### src/rtl/ps_bigreg_assembler_pkg.sv
// ps_bigreg_assembler_pkg: memory-map layout constants and
// shared types for the PS_BIGREG span assemblers.
package ps_bigreg_assembler_pkg;

  localparam int MEM_SIZE      = 256;
  localparam int MEM_ID_W      = $clog2(MEM_SIZE);
  localparam int WD_DATA_WIDTH = 16;

  localparam int CHAN_MUX_BASE_ID = 30;
  localparam int CHAN_MUX_SAMPLES = 2;
  localparam int SDC_BASE_ID      = 33;
  localparam int SDC_SAMPLES      = 16;
  localparam int PS_SEED_BASE_ID  = 50;
  localparam int PS_SEED_SAMPLES  = 16;

  typedef enum logic [1:0] {
    COLLECT,
    HOLD,
    CLEAR
  } bigreg_state_e;

  // The VALID entry sits right after the data words.
  function automatic int valid_id(
    input int base,
    input int samples
  );
    return base + samples;
  endfunction

endpackage

### src/rtl/ps_bigreg_assembler_if.sv
// ps_bigreg_assembler_if: mem-map write port, wide-word
// handshake and freshbit-clear bundle.
interface ps_bigreg_assembler_if
  import ps_bigreg_assembler_pkg::*;
#(
  parameter int SAMPLES  = SDC_SAMPLES,
  parameter int SAMPLE_W = WD_DATA_WIDTH,
  parameter int ID_W     = MEM_ID_W
);

  logic                        wr_en;
  logic [ID_W-1:0]             wr_id;
  logic [SAMPLE_W-1:0]         wr_data;
  logic [SAMPLES*SAMPLE_W-1:0] data_out;
  logic                        data_valid;
  logic                        data_ready;
  logic                        clr_en;
  logic [ID_W-1:0]             clr_id;

  modport master (
    output wr_en,
    output wr_id,
    output wr_data,
    input  data_out,
    input  data_valid,
    output data_ready,
    input  clr_en,
    input  clr_id
  );

  modport slave (
    input  wr_en,
    input  wr_id,
    input  wr_data,
    output data_out,
    output data_valid,
    input  data_ready,
    output clr_en,
    output clr_id
  );

endinterface

### src/rtl/ps_bigreg_assembler.sv
// ps_bigreg_assembler: gathers a PS_BIGREG span into one wide
// word, hands it off, then walks the span's freshbit clears.
module ps_bigreg_assembler
  import ps_bigreg_assembler_pkg::*;
#(
  parameter int BASE_ID  = SDC_BASE_ID,
  parameter int SAMPLES  = SDC_SAMPLES,
  parameter int SAMPLE_W = WD_DATA_WIDTH,
  parameter int ID_W     = MEM_ID_W
)(
  input  logic                  clk,
  input  logic                  rst_n,
  ps_bigreg_assembler_if.slave  bus,
  output logic                  err,
  output logic                  dropped
);

  localparam int SW = (SAMPLES > 1) ?
                      $clog2(SAMPLES) : 1;
  localparam int CW = $clog2(SAMPLES + 1);

  localparam logic [ID_W-1:0] LO =
    ID_W'(BASE_ID);
  localparam logic [ID_W-1:0] VID =
    ID_W'(valid_id(BASE_ID, SAMPLES));
  localparam logic [ID_W-1:0] NS =
    ID_W'(SAMPLES);
  localparam logic [CW-1:0] LAST =
    CW'(SAMPLES);

  bigreg_state_e state;

  logic [SAMPLES-1:0][SAMPLE_W-1:0] shadow;
  logic [SAMPLES-1:0]               mask;
  logic [CW-1:0]                    cnt;
  logic [CW-1:0]                    cnt_nx;
  logic [ID_W-1:0]                  off;
  logic [SW-1:0]                    slot;
  logic                             in_span;
  logic                             is_valid;

  // Unsigned wrap pushes ids below BASE_ID out of range,
  // so the slot index never aliases.
  assign off      = bus.wr_id - LO;
  assign in_span  = bus.wr_en && (off < NS);
  assign is_valid = bus.wr_en && (bus.wr_id == VID);
  assign slot     = off[SW-1:0];
  assign cnt_nx   = cnt + CW'(1);

  always_ff @(posedge clk or negedge rst_n) begin
    if (!rst_n) begin
      state          <= COLLECT;
      shadow         <= '0;
      mask           <= '0;
      cnt            <= '0;
      bus.data_out   <= '0;
      bus.data_valid <= 1'b0;
      bus.clr_en     <= 1'b0;
      bus.clr_id     <= '0;
      err            <= 1'b0;
      dropped        <= 1'b0;
    end else begin
      err <= 1'b0;
      if ((in_span || is_valid) &&
          (state != COLLECT))
        dropped <= 1'b1;
      unique case (state)
        COLLECT: begin
          if (in_span) begin
            shadow[slot] <= bus.wr_data;
            mask[slot]   <= 1'b1;
          end else if (is_valid) begin
            mask <= '0;
            if (&mask) begin
              bus.data_out   <= shadow;
              bus.data_valid <= 1'b1;
              state          <= HOLD;
            end else begin
              err        <= 1'b1;
              bus.clr_en <= 1'b1;
              bus.clr_id <= LO;
              cnt        <= '0;
              state      <= CLEAR;
            end
          end
        end
        HOLD: begin
          if (bus.data_ready) begin
            bus.data_valid <= 1'b0;
            bus.clr_en     <= 1'b1;
            bus.clr_id     <= LO;
            cnt            <= '0;
            state          <= CLEAR;
          end
        end
        CLEAR: begin
          if (cnt == LAST) begin
            bus.clr_en <= 1'b0;
            bus.clr_id <= '0;
            cnt        <= '0;
            state      <= COLLECT;
          end else begin
            cnt        <= cnt_nx;
            bus.clr_id <= LO + ID_W'(cnt_nx);
          end
        end
        default: state <= COLLECT;
      endcase
    end
  end

endmodule

### src/flat_wrapper.sv
// flat-port wrapper written by rule: the top's interface ports become plain ports
module ps_bigreg_assembler_flat import ps_bigreg_assembler_pkg::*;
#(
  parameter int BASE_ID  = SDC_BASE_ID,
  parameter int SAMPLES  = SDC_SAMPLES,
  parameter int SAMPLE_W = WD_DATA_WIDTH,
  parameter int ID_W     = MEM_ID_W
)
  (clk, rst_n, err, dropped, bus_wr_en, bus_wr_id, bus_wr_data, bus_data_out, bus_data_valid, bus_data_ready, bus_clr_en, bus_clr_id);
  ps_bigreg_assembler_if #(.SAMPLES(SAMPLES), .SAMPLE_W(SAMPLE_W), .ID_W(ID_W)) bus_i ();
  input  logic clk;
  input  logic rst_n;
  output logic err;
  output logic dropped;
  input wire logic [$bits(bus_i.wr_en)-1:0] bus_wr_en;
  input wire logic [$bits(bus_i.wr_id)-1:0] bus_wr_id;
  input wire logic [$bits(bus_i.wr_data)-1:0] bus_wr_data;
  output wire logic [$bits(bus_i.data_out)-1:0] bus_data_out;
  output wire logic [$bits(bus_i.data_valid)-1:0] bus_data_valid;
  input wire logic [$bits(bus_i.data_ready)-1:0] bus_data_ready;
  output wire logic [$bits(bus_i.clr_en)-1:0] bus_clr_en;
  output wire logic [$bits(bus_i.clr_id)-1:0] bus_clr_id;
  assign bus_i.wr_en = bus_wr_en;
  assign bus_i.wr_id = bus_wr_id;
  assign bus_i.wr_data = bus_wr_data;
  assign bus_data_out = bus_i.data_out;
  assign bus_data_valid = bus_i.data_valid;
  assign bus_i.data_ready = bus_data_ready;
  assign bus_clr_en = bus_i.clr_en;
  assign bus_clr_id = bus_i.clr_id;
  ps_bigreg_assembler #(.BASE_ID(BASE_ID), .SAMPLES(SAMPLES), .SAMPLE_W(SAMPLE_W), .ID_W(ID_W)) u_core (.clk(clk), .rst_n(rst_n), .bus(bus_i), .err(err), .dropped(dropped));
endmodule
### config.mk
export PLATFORM = sky130hd
export DESIGN_NAME = ps_bigreg_assembler_flat
export DESIGN_NICKNAME = d
export VERILOG_FILES = /design/src/rtl/ps_bigreg_assembler_pkg.sv /design/src/rtl/ps_bigreg_assembler_if.sv /design/src/rtl/ps_bigreg_assembler.sv /design/src/flat_wrapper.sv
export SDC_FILE = /design/constraint.sdc
export NUM_CORES = 1
export LEC_CHECK = 0
export CORE_MARGIN = 3
export CORE_UTILIZATION = 40
export DETAILED_ROUTE_END_ITERATION = 10
export PLACE_DENSITY = 0.7
export SYNTH_ARGS = -nofsm -noshare
export SYNTH_HDL_FRONTEND = slang
export SYNTH_SLANG_ARGS = --single-unit
### constraint.sdc
create_clock -name clk -period 5.3 [get_ports clk]
set_input_delay 1.59 -clock clk [delete_from_list [all_inputs] [get_ports clk]]
set_output_delay 1.59 -clock clk [all_outputs]
set_load 0.01 [all_outputs]
==> flow_summary.ini <==
[worst_setup_path]
critPathKind = input port to register
r2r_slack_ns = 2.82
ff2ff_path_depth = 3
path_cells = clkdlybuf4s50_1 > nor3b_2 > nor3b_4 > buf_4 > nand3_4 > buf_4 > mux2_1
cp.arrival_ns = 4.22
cp.required_ns = 5.76
end_kind = register
critPathMaxStageDelay_ns = 0.80
worst-path-max-fanout = 57
worstSetupStartpointType = input port
crit_path_top_delay_cell = buf_4
crit_top_cell = buf_4

[global_routing]
gr-total-overflow = 0
antenna_found_initial = 7
grt_pass1_vias = 12500
grt_max_degree = 125
grt_usage = 0.188
grt_pass1_wl_um = 80300

[route]
drt_iter0_drc = 548
avgViaCountPerCell = 5.04
wl_per_cell_um = 22.7
vias = 11700
drcViolationCount = 0
drt_pass1_iterations = 4
wl_um = 52600
ant_nets = 0

[logic_synthesis]
syn_inst = 1271
syn_area_sq_um = 21600
yosysWarnings = 0
yosysUniqueCellTypes = 55
syn_area_per_cell_sq_um = 17.0
synth_nets = 1302
synth_edf_count = 0
ys_seq_elements = 546
ys.flop_type = dfrtp_1
yosysSeqAreaShare = 0.632
async_flop_share = 1.00

[final_layout]
design_area_sq_um = 27100
fin_nets = 1622
final_layout_size_suffix_gt1_frac = 0.366
area_growth_pct = 25.4

[sta]
finalMaxSlewViolations = 0
hold_viol_final = 0
worst_pin_slew_ns = 1.13
skew_ns = 0.0129
setup_viol = 0
min_period_over_period = 0.710
fmax_mhz = 266
setup_tns_ns = 0
slew_headroom = 0.246
rsz0062_at_grt = false
fin_crit_ns = 3.77

[place]
dp_hpwl_um = 34300
port-buffer-count = 294
dpl-instance-area_sq_um = 25300
routabilityCongestion = 0.753

[power_and_ir_drop]
internal-power_mw = 6.86
switching_share = 0.225
ir_drop_mv = 0.221
clock_power_share = 0.434
pwr-share-seq = 0.498
power_density_nw_per_um2 = 327
switchingPower_mw = 1.99
power_frac_comb = 0.068
leakagePower_nw = 13.8

[clocking]
cts_root_buf = clkbuf_16
cts_num_sinks = 546
insertion_delay_ns = 0.58
ctsResizeCount = 0
cts_max_path_buffers = 3
cts-buffers-inserted = 54
postCtsHoldBufs = 0
h-tree-depth = 2
tritoncts = built
postCtsSetupRepairBufs = 0
path_clk_slew_ns = 0.06

[worst_hold_path]
hold_path.class = register to register
min_path_cells = 1

[die]
die_h_um = 238
fp.coreArea_sq_um = 53000
dieWidth_um = 238
die_area_sq_um = 56900
io_pins = 296
rows = 84
start_util = 0.408

[flow_run]
max_cap_violations = 0

[status]
outcome = finished, final reports clean
[critical path, delay by kind of cell]
kind,cells,cell delay (ns)
AND/OR/NAND/NOR,3,0.41
multiplexers,1,0.38
buffers and inverters,3,1.77
[cells in the final DEF, fill, tap and decap left out, types with 6 or more instances in the layout]
cell type / Yosys / final
o21a_1: 6 / 6
buf_4: 2 / 34
clkinv_2: 0 / 6
clkbuf_8: 0 / 11
inv_1: 13 / 13
dfrtp_1: 546 / 546
buf_12: 0 / 6
clkbuf_16: 0 / 57
mux2_4: 189 / 189
nand2_1: 13 / 13
nor2_1: 10 / 8
clkdlybuf4s50_1: 0 / 293
clkbuf_1: 23 / 12
mux2_1: 60 / 60
a21boi_0: 7 / 7
nor2_2: 4 / 6
mux2_2: 264 / 264
a21oi_1: 8 / 8
nand2b_1: 6 / 6
[kinds of logic after synthesis]
logic type	synth area share
adder cells (fa/ha/maj)	0.00174
AO/OA/AOI/OAI	0.0146
AND/OR/NAND/NOR	0.0230
buffers and inverters	0.0256
flip-flops	0.632
multiplexers	0.300
XOR/XNOR	0.00243
other	0.000174
[cell usage after synthesis, types with 3 or more instances]
cell type / n / area (sq um)
nand4_2: 3 / 37.5
mux2_1: 60 / 676
nor2b_1: 3 / 18.8
nand2b_1: 6 / 37.5
a21oi_1: 8 / 40.0
mux2_2: 264 / 2970
nand3_2: 3 / 30.0
xnor2_1: 4 / 35.0
nand2_1: 13 / 48.8
clkbuf_1: 23 / 86.3
nor2_2: 4 / 25.0
buf_6: 29 / 327
nor2_1: 10 / 37.5
o21a_1: 6 / 45.0
ha_1: 3 / 37.5
inv_1: 13 / 48.8
nand4_1: 4 / 25.0
a22o_1: 5 / 43.8
dfrtp_1: 546 / 13700
a21boi_0: 7 / 52.6
buf_2: 14 / 70.1
o21ai_0: 4 / 20.0
nand3_1: 5 / 25.0
mux2_4: 189 / 2840
[layout make-up]
type / instances / area (sq um)
Timing Repair Buffer: 334 / 3320
Antenna cell: 5 / 12.5
Sequential cell: 546 / 13700
Inverter: 13 / 48.8
Tap cell: 688 / 861
Clock buffer: 80 / 1620
Fill cell: 4379 / 25900
Multi-Input combinational cell: 642 / 7410
Clock inverter: 12 / 166
[per-layer routing]
layer | global-route usage | share of wire | vias to the layer above
met5 | 0 | 0.00036 | -
met4 | 0.0460 | 0.020 | 4
met3 | 0.0489 | 0.068 | 80
met2 | 0.304 | 0.48 | 276
met1 | 0.254 | 0.43 | 6195
li1 | - | - | 5138
[power by group through the flow]
stage / logic, mW / clock network [mW] / registers, mW
after floorplan: 0.328 / 0 / 4.45
after global placement: 0.594 / 0 / 4.48
after detailed placement: 0.609 / 0 / 4.49
after CTS: 0.611 / 3.95 / 4.41
after global routing: 0.664 / 4.11 / 4.43
final: 0.598 / 3.84 / 4.41
[path summary, 6_finish.rpt]
| check | start | end |
|---|---|---|
| min reg2reg | u_core.shadow[184]$_DFFE_PN0P_ | u_core.bus.data_out[184]$_DFFE_PN0P_ |
| max | bus_wr_id[2] | u_core.bus.data_out[124]$_DFFE_PN0P_ |
| max reg2reg | u_core.state[1]$_DFFE_PN0P_ | u_core.shadow[11]$_DFFE_PN0P_ |
| min in group asynchronous | rst_n | u_core.shadow[254]$_DFFE_PN0P_ |
| max in group asynchronous | rst_n | u_core.bus.data_out[106]$_DFFE_PN0P_ |
| min | u_core.shadow[184]$_DFFE_PN0P_ | u_core.bus.data_out[184]$_DFFE_PN0P_ |
[metrics by stage]
step	worst slack (ns)	utilization	hold WS, ns	total power [mW]	std cells
after global routing	1.46	0.512	0.498	9.21	2315
final	1.53	0.512	0.480	8.85	2320
after detailed placement	0.950	0.478	0.466	5.10	2223
after floorplan	2.08	-	0.452	4.78	1271
after global placement	1.01	0.478	0.456	5.07	2223
after CTS	1.58	0.512	0.480	8.97	2315
[registers in the layout, indices dropped and copies added, names as in the netlist]
signal,cells
u_core.bus.clr_en,1
u_core.bus.data_out,256
u_core.err,1
u_core.cnt,5
u_core.state,2
u_core.dropped,1
u_core.mask,16
u_core.shadow,256
u_core.bus.clr_id,7
u_core.bus.data_valid,1
Power figures use the tool's default switching activity.
